==> src/rtl/trail_uip_walker_pkg.sv <==
// Shared types for the 1-UIP trail walker: FSM states, the decision-reason
// marker, and the layout of one trail read-port entry.
package trail_uip_walker_pkg;

  localparam logic [15:0] REASON_NONE = 16'hFFFF;

  typedef enum logic [1:0] {
    S_IDLE       = 2'd0,
    S_WAIT_MARKS = 2'd1,
    S_SCAN       = 2'd2,
    S_EMIT       = 2'd3
  } walker_state_t;

  typedef struct packed {
    logic [31:0] var_id;
    logic        value;
    logic [15:0] level;
    logic [15:0] reason;
  } trail_rd_entry_t;

endpackage

==> src/rtl/trail_uip_walker_if.sv <==
// Bundle of the walker's control, marking, trail read-port and emit signals.
// master = analyzer/trail side, slave = walker.
interface trail_uip_walker_if;
  logic        start;
  logic [15:0] conflict_level;
  logic [15:0] trail_height;
  logic        abort;
  logic        mark_valid;
  logic [31:0] mark_var;
  logic [15:0] mark_level;
  logic        marks_done;
  logic [15:0] trail_read_idx;
  logic [31:0] trail_read_var;
  logic        trail_read_value;
  logic [15:0] trail_read_level;
  logic [15:0] trail_read_reason;
  logic        out_valid;
  logic        out_ready;
  logic [31:0] out_var;
  logic        out_value;
  logic [15:0] out_reason;
  logic [15:0] out_idx;
  logic        out_is_uip;
  logic        busy;
  logic        done;
  logic        error;

  modport master (
    output start, conflict_level, trail_height, abort,
    output mark_valid, mark_var, mark_level, marks_done,
    input  trail_read_idx,
    output trail_read_var, trail_read_value, trail_read_level, trail_read_reason,
    input  out_valid,
    output out_ready,
    input  out_var, out_value, out_reason, out_idx, out_is_uip,
    input  busy, done, error
  );

  modport slave (
    input  start, conflict_level, trail_height, abort,
    input  mark_valid, mark_var, mark_level, marks_done,
    output trail_read_idx,
    input  trail_read_var, trail_read_value, trail_read_level, trail_read_reason,
    output out_valid,
    input  out_ready,
    output out_var, out_value, out_reason, out_idx, out_is_uip,
    output busy, done, error
  );
endinterface

==> src/rtl/trail_uip_walker_seen_bitvec.sv <==
// Per-variable seen flags: synchronous set of one bit, synchronous clear of
// all bits, and two independent combinational test ports.
module seen_bitvec #(
  parameter  int unsigned N  = 256,
  localparam int unsigned AW = (N > 1) ? $clog2(N) : 1
) (
  input  logic          clk,
  input  logic          rst,
  input  logic          i_clear,
  input  logic          i_set,
  input  logic [AW-1:0] i_set_idx,
  input  logic [AW-1:0] i_test_a_idx,
  input  logic [AW-1:0] i_test_b_idx,
  output logic          o_test_a,
  output logic          o_test_b
);
  logic [N-1:0] r_bits;

  // Clear-all wins over a same-cycle set.
  always_ff @(posedge clk or posedge rst) begin
    if (rst)          r_bits <= '0;
    else if (i_clear) r_bits <= '0;
    else if (i_set)   r_bits[i_set_idx] <= 1'b1;
  end

  assign o_test_a = r_bits[i_test_a_idx];
  assign o_test_b = r_bits[i_test_b_idx];
endmodule

==> src/rtl/trail_uip_walker.sv <==
// Backward trail walker for 1-UIP conflict analysis: tracks marked variables,
// counts pending conflict-level marks, and emits each marked conflict-level
// trail entry newest-first, flagging the first UIP.
module trail_uip_walker
  import trail_uip_walker_pkg::*;
#(
  parameter int unsigned MAX_VARS = 256,
  parameter int unsigned CNT_W    = 16
) (
  input logic               clk,
  input logic               reset,
  trail_uip_walker_if.slave bus
);
  localparam int unsigned AW = (MAX_VARS > 1) ? $clog2(MAX_VARS) : 1;

  walker_state_t   r_state;
  logic [CNT_W-1:0] r_cnt;
  logic [15:0]     r_idx;
  logic [15:0]     r_level;
  logic            r_error;
  logic            r_done;
  logic            r_out_valid;
  logic [31:0]     r_out_var;
  logic            r_out_value;
  logic [15:0]     r_out_reason;
  logic [15:0]     r_out_idx;
  logic            r_out_is_uip;

  trail_rd_entry_t  w_rd;
  logic             w_seen_mark;
  logic             w_seen_rd;
  logic             w_mark_in_range;
  logic             w_rd_in_range;
  logic             w_mark_active;
  logic             w_mark_new;
  logic             w_mark_counted;
  logic             w_mark_bad;
  logic             w_accept;
  logic             w_hit;
  logic [CNT_W-1:0] w_cnt_next;
  logic             w_cnt_ovf;
  logic [15:0]      w_rd_idx;

  assign w_rd = '{var_id: bus.trail_read_var, value: bus.trail_read_value,
                  level: bus.trail_read_level, reason: bus.trail_read_reason};

  assign w_mark_in_range = bus.mark_var < 32'(MAX_VARS);
  assign w_rd_in_range   = w_rd.var_id  < 32'(MAX_VARS);
  assign w_mark_active   = bus.mark_valid && (r_state != S_IDLE);
  assign w_mark_new      = w_mark_active && w_mark_in_range && !w_seen_mark;
  assign w_mark_counted  = w_mark_new && (bus.mark_level == r_level);
  assign w_mark_bad      = w_mark_active && !w_mark_in_range;
  assign w_accept        = (r_state == S_EMIT) && bus.out_ready;
  // Out-of-range trail variables read as unseen rather than aliasing.
  assign w_hit = (r_state == S_SCAN) && (r_idx != '0) && w_rd_in_range &&
                 w_seen_rd && (w_rd.level == r_level);
  assign w_rd_idx = ((r_state == S_SCAN) && (r_idx != '0)) ? r_idx - 16'd1 : '0;

  seen_bitvec #(.N(MAX_VARS)) u_seen (
    .clk          (clk),
    .rst          (reset),
    .i_clear      (bus.start),
    .i_set        (w_mark_new && !bus.abort),
    .i_set_idx    (bus.mark_var[AW-1:0]),
    .i_test_a_idx (bus.mark_var[AW-1:0]),
    .i_test_b_idx (w_rd.var_id[AW-1:0]),
    .o_test_a     (w_seen_mark),
    .o_test_b     (w_seen_rd)
  );

  // Net pending-mark count: a counted mark and an accepted emit cancel out.
  always_comb begin
    w_cnt_next = r_cnt;
    w_cnt_ovf  = 1'b0;
    if (w_mark_counted && !w_accept) begin
      if (&r_cnt) w_cnt_ovf  = 1'b1;
      else        w_cnt_next = r_cnt + CNT_W'(1);
    end else if (!w_mark_counted && w_accept && (r_cnt != '0)) begin
      w_cnt_next = r_cnt - CNT_W'(1);
    end
  end

  // Walker FSM with registered outputs.
  always_ff @(posedge clk or posedge reset) begin
    if (reset) begin
      r_state      <= S_IDLE;
      r_cnt        <= '0;
      r_idx        <= '0;
      r_level      <= '0;
      r_error      <= 1'b0;
      r_done       <= 1'b0;
      r_out_valid  <= 1'b0;
      r_out_var    <= '0;
      r_out_value  <= 1'b0;
      r_out_reason <= REASON_NONE;
      r_out_idx    <= '0;
      r_out_is_uip <= 1'b0;
    end else begin
      r_done <= 1'b0;
      if (bus.start) begin
        r_state     <= S_WAIT_MARKS;
        r_cnt       <= '0;
        r_idx       <= bus.trail_height;
        r_level     <= bus.conflict_level;
        r_error     <= 1'b0;
        r_out_valid <= 1'b0;
      end else if (bus.abort) begin
        r_state     <= S_IDLE;
        r_out_valid <= 1'b0;
      end else begin
        if (r_state != S_IDLE) begin
          r_cnt <= w_cnt_next;
          if (w_cnt_ovf || w_mark_bad) r_error <= 1'b1;
        end
        case (r_state)
          S_IDLE: ;
          S_WAIT_MARKS: begin
            if (bus.marks_done) begin
              if (w_cnt_next == '0) begin
                r_error <= 1'b1;
                r_state <= S_IDLE;
              end else begin
                r_state <= S_SCAN;
              end
            end
          end
          S_SCAN: begin
            if (r_idx == '0) begin
              r_error <= 1'b1;
              r_state <= S_IDLE;
            end else begin
              r_idx <= r_idx - 16'd1;
              if (w_hit) begin
                r_out_valid  <= 1'b1;
                r_out_var    <= w_rd.var_id;
                r_out_value  <= w_rd.value;
                r_out_reason <= w_rd.reason;
                r_out_idx    <= w_rd_idx;
                r_out_is_uip <= (w_cnt_next == CNT_W'(1));
                r_state      <= S_EMIT;
              end
            end
          end
          S_EMIT: begin
            // A conflict-level mark arriving while an entry is pending means
            // more work remains, so that entry can no longer be the UIP.
            if (w_accept) begin
              r_out_valid <= 1'b0;
              if (r_out_is_uip && !w_mark_counted) begin
                r_done  <= 1'b1;
                r_state <= S_IDLE;
              end else begin
                r_state <= S_WAIT_MARKS;
              end
            end else if (w_mark_counted) begin
              r_out_is_uip <= 1'b0;
            end
          end
          default: r_state <= S_IDLE;
        endcase
      end
    end
  end

  assign bus.trail_read_idx = w_rd_idx;
  assign bus.out_valid      = r_out_valid;
  assign bus.out_var        = r_out_var;
  assign bus.out_value      = r_out_value;
  assign bus.out_reason     = r_out_reason;
  assign bus.out_idx        = r_out_idx;
  assign bus.out_is_uip     = r_out_is_uip;
  assign bus.busy           = (r_state != S_IDLE);
  assign bus.done           = r_done;
  assign bus.error          = r_error;
endmodule
==> src/flat_wrapper.sv <==
// flat-port wrapper written by rule: the top's interface ports become plain ports
module trail_uip_walker_flat import trail_uip_walker_pkg::*;
#(
  parameter int unsigned MAX_VARS = 256,
  parameter int unsigned CNT_W    = 16
)
  (clk, reset, bus_start, bus_conflict_level, bus_trail_height, bus_abort, bus_mark_valid, bus_mark_var, bus_mark_level, bus_marks_done, bus_trail_read_idx, bus_trail_read_var, bus_trail_read_value, bus_trail_read_level, bus_trail_read_reason, bus_out_valid, bus_out_ready, bus_out_var, bus_out_value, bus_out_reason, bus_out_idx, bus_out_is_uip, bus_busy, bus_done, bus_error);
  trail_uip_walker_if bus_i ();
  input logic clk;
  input logic reset;
  input wire logic [$bits(bus_i.start)-1:0] bus_start;
  input wire logic [$bits(bus_i.conflict_level)-1:0] bus_conflict_level;
  input wire logic [$bits(bus_i.trail_height)-1:0] bus_trail_height;
  input wire logic [$bits(bus_i.abort)-1:0] bus_abort;
  input wire logic [$bits(bus_i.mark_valid)-1:0] bus_mark_valid;
  input wire logic [$bits(bus_i.mark_var)-1:0] bus_mark_var;
  input wire logic [$bits(bus_i.mark_level)-1:0] bus_mark_level;
  input wire logic [$bits(bus_i.marks_done)-1:0] bus_marks_done;
  output wire logic [$bits(bus_i.trail_read_idx)-1:0] bus_trail_read_idx;
  input wire logic [$bits(bus_i.trail_read_var)-1:0] bus_trail_read_var;
  input wire logic [$bits(bus_i.trail_read_value)-1:0] bus_trail_read_value;
  input wire logic [$bits(bus_i.trail_read_level)-1:0] bus_trail_read_level;
  input wire logic [$bits(bus_i.trail_read_reason)-1:0] bus_trail_read_reason;
  output wire logic [$bits(bus_i.out_valid)-1:0] bus_out_valid;
  input wire logic [$bits(bus_i.out_ready)-1:0] bus_out_ready;
  output wire logic [$bits(bus_i.out_var)-1:0] bus_out_var;
  output wire logic [$bits(bus_i.out_value)-1:0] bus_out_value;
  output wire logic [$bits(bus_i.out_reason)-1:0] bus_out_reason;
  output wire logic [$bits(bus_i.out_idx)-1:0] bus_out_idx;
  output wire logic [$bits(bus_i.out_is_uip)-1:0] bus_out_is_uip;
  output wire logic [$bits(bus_i.busy)-1:0] bus_busy;
  output wire logic [$bits(bus_i.done)-1:0] bus_done;
  output wire logic [$bits(bus_i.error)-1:0] bus_error;
  assign bus_i.start = bus_start;
  assign bus_i.conflict_level = bus_conflict_level;
  assign bus_i.trail_height = bus_trail_height;
  assign bus_i.abort = bus_abort;
  assign bus_i.mark_valid = bus_mark_valid;
  assign bus_i.mark_var = bus_mark_var;
  assign bus_i.mark_level = bus_mark_level;
  assign bus_i.marks_done = bus_marks_done;
  assign bus_trail_read_idx = bus_i.trail_read_idx;
  assign bus_i.trail_read_var = bus_trail_read_var;
  assign bus_i.trail_read_value = bus_trail_read_value;
  assign bus_i.trail_read_level = bus_trail_read_level;
  assign bus_i.trail_read_reason = bus_trail_read_reason;
  assign bus_out_valid = bus_i.out_valid;
  assign bus_i.out_ready = bus_out_ready;
  assign bus_out_var = bus_i.out_var;
  assign bus_out_value = bus_i.out_value;
  assign bus_out_reason = bus_i.out_reason;
  assign bus_out_idx = bus_i.out_idx;
  assign bus_out_is_uip = bus_i.out_is_uip;
  assign bus_busy = bus_i.busy;
  assign bus_done = bus_i.done;
  assign bus_error = bus_i.error;
  trail_uip_walker #(.MAX_VARS(MAX_VARS), .CNT_W(CNT_W)) u_core (.clk(clk), .reset(reset), .bus(bus_i));
endmodule
==> config.mk <==
export PLATFORM = sky130hd
export DESIGN_NAME = trail_uip_walker_flat
export DESIGN_NICKNAME = d
export VERILOG_FILES = /design/src/rtl/trail_uip_walker_pkg.sv /design/src/rtl/trail_uip_walker_if.sv /design/src/rtl/trail_uip_walker_seen_bitvec.sv /design/src/rtl/trail_uip_walker.sv /design/src/flat_wrapper.sv
export SDC_FILE = /design/constraint.sdc
export NUM_CORES = 1
export LEC_CHECK = 0
export CORE_MARGIN = 2
export CORE_UTILIZATION = 65
export CTS_CLUSTER_SIZE = 10
export DETAILED_ROUTE_END_ITERATION = 10
export DONT_BUFFER_PORTS = 1
export PLACE_DENSITY_LB_ADDON = 0.12
export SLEW_MARGIN = 20
export SYNTH_ARGS = -nofsm -noshare
export SYNTH_HDL_FRONTEND = slang
export SYNTH_SLANG_ARGS = --single-unit
==> constraint.sdc <==
create_clock -name clk -period 25.2 [get_ports clk]
set_clock_uncertainty 0.1 [all_clocks]
set_input_delay 1.26 -clock clk [delete_from_list [all_inputs] [get_ports clk]]
set_output_delay 1.26 -clock clk [all_outputs]
set_load 0.01 [all_outputs]
==> results of run 1 <==
==> power by group <==
group	switching [mW]	internal [mW]	leakage, nW
combinational	0.0383	0.0275	3.30
sequential	0.00721	0.608	5.11
clock	0.248	0.334	0.617
total	0.293	0.970	9.03
==> worst max path at each step <==
stage                                start                                     to  slack (ps)  cells after the start
5_1_grt        u_core.r_idx[0]$_DFFE_PP0P_                  bus_trail_read_idx[6]       19450                     10
4_1_cts        u_core.r_idx[0]$_DFFE_PP0P_                 bus_trail_read_idx[15]       19720                     10
3_5_place_dp               bus_mark_var[0]  u_core.u_seen.r_bits[133]$_DFFE_PP0P_       19720                     11
6_report       u_core.r_idx[0]$_DFFE_PP0P_                 bus_trail_read_idx[15]       19700                     10
3_3_place_gp               bus_mark_var[0]  u_core.u_seen.r_bits[220]$_DFFE_PP0P_       19870                     11
2_1_floorplan                        reset              u_core.bus.done$_DFF_PP0_       13450                      1
==> sequential cells by signal, indices dropped and copies added, names as in the netlist, 2 cells and up <==
signal and cells:
u_core.bus.out_idx 16, u_core.bus.out_reason 16, u_core.bus.out_var 32, u_core.r_cnt 16, u_core.r_idx 16, u_core.r_level 16, u_core.r_state 2, u_core.u_seen.r_bits 256
==> Yosys cell counts, types with 9 or more instances <==
cell,number,share of area (%)
sky130_fd_sc_hd__a211oi_1,9,0.33
sky130_fd_sc_hd__a21oi_1,282,7.0
sky130_fd_sc_hd__a22oi_1,16,0.59
sky130_fd_sc_hd__and2_1,29,0.90
sky130_fd_sc_hd__and3_1,10,0.31
sky130_fd_sc_hd__buf_2,22,0.54
sky130_fd_sc_hd__clkbuf_1,116,2.1
sky130_fd_sc_hd__dfrtp_1,359,44
sky130_fd_sc_hd__dfstp_2,16,2.1
sky130_fd_sc_hd__inv_1,20,0.37
sky130_fd_sc_hd__mux2_2,48,2.7
sky130_fd_sc_hd__mux2i_1,38,1.9
sky130_fd_sc_hd__mux4_2,129,14
sky130_fd_sc_hd__nand2_1,105,1.9
sky130_fd_sc_hd__nand2b_1,12,0.37
sky130_fd_sc_hd__nand3_1,31,0.77
sky130_fd_sc_hd__nand4_1,18,0.56
sky130_fd_sc_hd__nor2_1,412,7.6
sky130_fd_sc_hd__nor2b_1,12,0.37
sky130_fd_sc_hd__nor3_1,20,0.49
sky130_fd_sc_hd__nor4_1,31,0.96
sky130_fd_sc_hd__o21ai_0,49,1.2
sky130_fd_sc_hd__or3_1,12,0.37
sky130_fd_sc_hd__xnor2_1,41,1.8
sky130_fd_sc_hd__xor2_1,33,1.4
==> metrics by stage <==
step | instance area [sq um] | std cells
4_1_cts | 21560 | 2312
3_5_place_dp | 20280 | 2237
6_report | 21570 | 2314
3_3_place_gp | 20280 | 2237
2_1_floorplan | 20270 | 1976
5_1_grt | 21570 | 2314
==> cell type report <==
| type | instances | area, sq um | share of cell area (%) |
|---|---|---|---|
| Inverter | 21 | 86.33 | 0.4003 |
| Sequential cell | 375 | 9404 | 43.60 |
| Tap cell | 396 | 495.5 | 2.297 |
| Antenna cell | 2 | 5.005 | 0.02320 |
| Clock inverter | 4 | 50.05 | 0.2320 |
| Timing Repair Buffer | 11 | 95.09 | 0.4409 |
| Clock buffer | 71 | 1232 | 5.714 |
| Multi-Input combinational cell | 1434 | 10200 | 47.29 |
==> worst max-delay path, cell delays in order, from the launching register on <==
cell,delay [ps]
sky130_fd_sc_hd__dfrtp_1,440
sky130_fd_sc_hd__inv_1,90
sky130_fd_sc_hd__ha_1,200
sky130_fd_sc_hd__nor3b_1,480
sky130_fd_sc_hd__nand3_1,220
sky130_fd_sc_hd__or3_1,420
sky130_fd_sc_hd__nor3_1,340
sky130_fd_sc_hd__nand2_1,180
sky130_fd_sc_hd__nor3_1,350
sky130_fd_sc_hd__nand2b_1,630
sky130_fd_sc_hd__nor2_1,260
==> cells by family (layout without fill, tap and decap cells) <==
| logic type | Yosys count | count (layout) | share of synthesized area [%] |
|---|---|---|---|
| other cells | 0 | 2 | 0 |
| mux | 216 | 216 | 18.94 |
| xor+xnor | 74 | 74 | 3.198 |
| fa+ha+maj | 8 | 8 | 0.4939 |
| compound gates | 413 | 413 | 11.47 |
| flops | 375 | 375 | 46.40 |
| simple gates | 723 | 723 | 16.10 |
| buf+inv | 167 | 107 | 3.396 |
==> metal layers <==
| metal | part of all wire, % | global-route usage (%) | vias to the layer above |
|---|---|---|---|
| met3 | 9.5 | 7.175 | 194 |
| met5 | 0 | 0 | - |
| met4 | 4.5 | 15.13 | 0 |
| met1 | 38 | 46.24 | 8021 |
| met2 | 48 | 54.75 | 926 |
| li1 | - | - | 6905 |
==> run summary, run 1 <==
* unrepaired setup endpoints after global routing: no
* most frequent cells in the layout: sky130_fd_sc_hd__nor2_1 (412), sky130_fd_sc_hd__dfrtp_1 (359), sky130_fd_sc_hd__a21oi_1 (282), sky130_fd_sc_hd__mux4_2 (129), sky130_fd_sc_hd__nand2_1 (105)
* post-CTS clock slew at the launch and capture registers of the worst setup and hold paths: 50 ps
* Final HPWL DP: 34240 um
* first drt pass iteration count: 5
* Port Buffers: 0
* post-route fraction of the period consumed by the critical path: 21.81%
* Area Overhead vs Synth: 6.433%
* initial standard-cell utilization of the core: 66.08%
* largest fanout on the critical path: 18
* Fin. Hold Viols: 0
* antenna-violating nets left: 0
* global route overflow: 0
* die footprint: 32610 sq um
* clock latency of the later-clocked register in the worst-skew pair: 560 ps
* largest net degree at the start of global routing: 324
* kind of critical path: reg2out
* arrival time at the worst endpoint: 4140 ps
* Top Ports: 238
* required time of the critical path: 23840 ps
* number of gates given a new drive strength after cts: 0
* fraction of the yosys area taken by sequential cells: 46.40%
* total of flip-flops plus latches after synthesis: 375
* DRC errors left: 0
* number of placement rows: 64
* upper clock frequency limit: 182.0 MHz
* filler cell count: 2253
* worst slack, placed: 19720 ps
* R2R cell count: 11
* time the worst path needs with I/O delays and setup: 5495 ps
* x dimension of the die: 180.6 um
* critical path capture point type: output pin
* routed len/inst: 23.93 um
* number of enable flip-flop cells after synthesis: 0
* Mean Syn Cell Area: 10.26 sq um
* largest buffer count on any clock path: 3
* clk root buf: sky130_fd_sc_hd__clkbuf_16
* Net count, final: 2047
* post-layout utilization of the core: 70.33%
* routed via count divided by cell count: 6.934
* number of setup violations in the final report: 0
* smallest setup slack after layout: 19700 ps
* total power after layout: 1.263 mW
* clock sink count: 375
* kind of launch point of the worst setup path: flip-flop
* number of hold-repair buffers added at the cts stage: 0
* Tightest Hold Check Type: reg2reg
* CTS H-tree lvls: 2
* max-slew violation count: 0
* y dimension of the die: 180.6 um
* nets in the synthesized netlist: 2136
* Max transition margin: 16.50%
* core footprint: 30670 sq um
* global-route total usage across every layer: 34.34%
* number of warnings issued by yosys: 0
* worst-margin pin slew: 1252 ps
* TritonCTS buffer count: 44
* startpoint of the most critical register-to-register path: u_core.u_seen.r_bits[177]$_DFFE_PP0P_
* final sum of negative setup slack: 0 ps
* post-synthesis instance total: 1976
* Peak VDD IR: 54.09 uV
* RePlAce Congestion: 0.8897
* commonest non-fill, non-tap cell in the layout: sky130_fd_sc_hd__nor2_1
* Post-CTS Setup Bufs: 0
* Crit Reg-Reg Endpoint: u_core.u_seen.r_bits[229]$_DFFE_PP0P_
* count of cell types in the netlist: 68
* clock tree from TritonCTS: yes
* routed via count: 16046
* leakage power summed over all cells: 9.027 nW
* number of global-route vias before repair: 16188
* Iter 0 DRT Violations: 1616
* run status: finished, final reports clean
* register-to-register setup slack: 20390 ps
* max-cap check violation count: 0
* total routed wirelength: 55380 um
* worst hold slack: 405.3 ps
* fraction of final layout cells sized beyond drive strength 1: 14.25%
* startpoint of the worst hold path: u_core.u_seen.r_bits[190]$_DFFE_PP0P_
* endpoint of the worst hold path: u_core.u_seen.r_bits[190]$_DFFE_PP0P_
* Cell Pwr Density: 58.54 nW/um^2
* proportion of synthesized flip-flops having asynchronous set or reset: 100.0%
* Worst Hold Path Cells: 2
* post-synth design cell area: 20270 sq um
* initial antenna violation count: 2
* flip-flop cell with the highest count after synthesis: sky130_fd_sc_hd__dfrtp_1
* first-pass GRT wire length: 89250 um
Power figures use the tool's default switching activity.
==> run 2, diff against run 1 <==
CORE_UTILIZATION = 64   (was 65)
clock period = 5.3 ns   (was 25.2 ns; I/O delays follow)
==> run summary, run 2 (synthesis gave the netlist of run 1 again) <==
* Buf/Inv on CP: 2, +1
* clock tree from TritonCTS: yes
* routed len/inst: 24.01 um, +0.32%
* most frequent cells in the layout: sky130_fd_sc_hd__nor2_1 (412), sky130_fd_sc_hd__dfrtp_1 (359), sky130_fd_sc_hd__a21oi_1 (282), sky130_fd_sc_hd__mux4_2 (129), sky130_fd_sc_hd__nand2_1 (105)
* startpoint of the worst hold path: bus_abort
* initial standard-cell utilization of the core: 64.56%, -1.5 points
* post-route fraction of the period consumed by the critical path: 84.75%
* cell chain of the critical path: mux4_2 -> a22oi_1 -> a31oi_1 -> nor4_1 -> nor2_1 -> nor2_1 -> nand4b_1 -> nor3_4 -> buf_4 -> a21oi_1 -> nor2_1 -> dlygate4sd3_1
* R2R cell count: 12, +1
* clock latency of the later-clocked register in the worst-skew pair: 550 ps, about the same
* antenna-violating nets left: 0, unchanged
* commonest non-fill, non-tap cell in the layout: sky130_fd_sc_hd__nor2_1
* Net count, final: 2149, +5.0%
* max-cap check violation count: 0, unchanged
* core footprint: 31390 sq um, +2.4%
* Worst Hold Path Cells: 4, +2
* run status: finished, final reports clean
* placed insts: 2248, +0.49%
* routed via count divided by cell count: 6.744, -2.7%
* initial antenna violation count: 2, unchanged
* Slowest-stage cell, CP: sky130_fd_sc_hd__nor4_1
* time the worst path needs with I/O delays and setup: 4492 ps
* upper clock frequency limit: 222.6 MHz
* Final HPWL DP: 34310 um, +0.21%
* largest net degree at the start of global routing: 290, -10%
* Top Ports: 238, unchanged
* max reg flops: 256, unchanged
* startpoint of the most critical register-to-register path: u_core.u_seen.r_bits[249]$_DFFE_PP0P_
* Crit Reg-Reg Endpoint: u_core.u_seen.r_bits[65]$_DFFE_PP0P_
* required time of the critical path: 5680 ps, -18160 ps
* Area Overhead vs Synth: 11.98%
* Fin. Hold Viols: 0, unchanged
* number of placement rows: 65, +1.6%
* worst slack, placed: 968.0 ps, -18750 ps
* RePlAce Congestion: 0.9398, +5.6%
* routed via count: 16341, +1.8%
* number of hold-repair buffers added at the cts stage: 96, +96
* Port Buffers: 0, unchanged
* number of gates given a new drive strength after cts: 0, unchanged
* cell occurring most often along the worst timing path: sky130_fd_sc_hd__nor2_1
* Largest stage delay, worst path: 700 ps, +70 ps
* y dimension of the die: 181.9 um, +0.76%
* number of non-filler instances in the completed layout: 2423, +4.7%
* total routed wirelength: 58170 um, +5.0%
* first drt pass iteration count: 7, +2
* total power after layout: 6.154 mW, +390%
* Iter 0 DRT Violations: 1972, +22%
* worst-margin pin slew: 1226 ps, -26.35 ps
* unrepaired setup endpoints after global routing: no
* Post-CTS Setup Bufs: 0, unchanged
* DRC errors left: 0, unchanged
* kind of critical path: reg2reg
* register with the most flip-flops: u_core.u_seen.r_bits
* largest buffer count on any clock path: 3, unchanged
* number of setup violations in the final report: 0, unchanged
* leakage power summed over all cells: 9.592 nW, +6.3%
* clk root buf: sky130_fd_sc_hd__clkbuf_16
* global route overflow: 0, unchanged
* arrival time at the worst endpoint: 4880 ps, +740 ps
* Cell Pwr Density: 271.2 nW/um^2, +360%
* Tightest Hold Check Type: in2reg
* largest fanout on the critical path: 37, +19
* global-route total usage across every layer: 35.46%, +1.1 points
* x dimension of the die: 181.9 um, +0.76%
* Max transition margin: 18.26%, +1.8 points
* CTS H-tree lvls: 2, unchanged
* cell type group with the largest total delay on the critical path: simple AND/OR/NAND/NOR gates
* first-pass GRT wire length: 91510 um, +2.5%
* filler cell count: 2218, -1.6%
* clock sink count: 375, unchanged
* kind of launch point of the worst setup path: flip-flop
* endpoint of the worst hold path: u_core.bus.error$_DFFE_PP0P_
* smallest setup slack after layout: 808.3 ps, -18900 ps
* TritonCTS buffer count: 44, unchanged
* number of global-route vias before repair: 16463, +1.7%
* die footprint: 33100 sq um, +1.5%
* worst hold slack: 14.68 ps, -390.6 ps
* post-CTS clock slew at the launch and capture registers of the worst setup and hold paths: 70 ps, +20 ps
* register-to-register setup slack: 810 ps, -19580 ps
* critical path capture point type: flip-flop
* max-slew violation count: 0, unchanged
* fraction of final layout cells sized beyond drive strength 1: 13.88%, -0.37 points
* Peak VDD IR: 244.3 uV, +350%
[run 2: changes by cell type in the layout (fill, tap and decap cells not counted), sizes merged]
cell	change
dlygate4sd3	+95
diode	+1
clkbuf	+1
bufinv	+1
clkinvlp	+1
buf	+7
inv	-3
[run 2: worst reg2reg max path, delay by kind of cell, from the launching register on]
| family | cells | cell delay [ps] |
|---|---|---|
| flip-flops | 1 | 400 |
| buffers and inverters | 2 | 1060 |
| AO/OA/AOI/OAI | 3 | 460 |
| multiplexers | 1 | 480 |
| AND/OR/NAND/NOR | 6 | 1920 |
[run 2: where the power goes]
group          total [mW]  internal, mW  switching (mW)  leakage, nW
clock network        2.83          1.67            1.16        0.635
logic               0.397         0.166           0.231         3.84
registers            2.93          2.89          0.0339         5.11
[run 2: area by class of cell]
class / instances / area [sq um] / area share [%]
Antenna cell: 3 / 7.507 / 0.03308
Clock buffer: 72 / 1269 / 5.590
Clock inverter: 3 / 51.30 / 0.2260
Inverter: 21 / 82.58 / 0.3639
Multi-Input combinational cell: 1434 / 10200 / 44.95
Sequential cell: 375 / 9404 / 41.44
Tap cell: 402 / 503.0 / 2.216
Timing Repair Buffer: 113 / 1176 / 5.182
[run 2: metrics by stage]
stage	utilization [%]	instance area [sq um]	setup TNS, ps
after floorplan	-	20270	-31600
after global placement	64.86	20360	0
after detailed placement	64.86	20360	0
after CTS	72.18	22660	0
after global routing	72.28	22690	0
final	72.29	22690	0
[run 2: metal layers]
layer | part of all wire [%] | GRT usage [%]
met5 | 0 | 0
met4 | 4.5 | 16.81
met3 | 9.4 | 7.180
met2 | 48 | 56.54
met1 | 38 | 47.44
[run 2: worst max-delay path by stage]
stage / cells after the start / to / slack (ps) / start
floorplan: 1 / u_core.bus.done$_DFF_PP0_ / -90 / reset
global placement: 13 / u_core.bus.out_value$_DFFE_PP0P_ / 1160 / u_core.r_idx[0]$_DFFE_PP0P_
detailed placement: 13 / u_core.bus.out_idx[11]$_DFFE_PP0P_ / 970 / u_core.r_idx[0]$_DFFE_PP0P_
CTS: 13 / u_core.bus.out_idx[6]$_DFFE_PP0P_ / 930 / u_core.r_idx[0]$_DFFE_PP0P_
global route: 13 / u_core.bus.out_idx[11]$_DFFE_PP0P_ / 490 / u_core.r_idx[0]$_DFFE_PP0P_
finish: 12 / u_core.u_seen.r_bits[65]$_DFFE_PP0P_ / 810 / u_core.u_seen.r_bits[249]$_DFFE_PP0P_
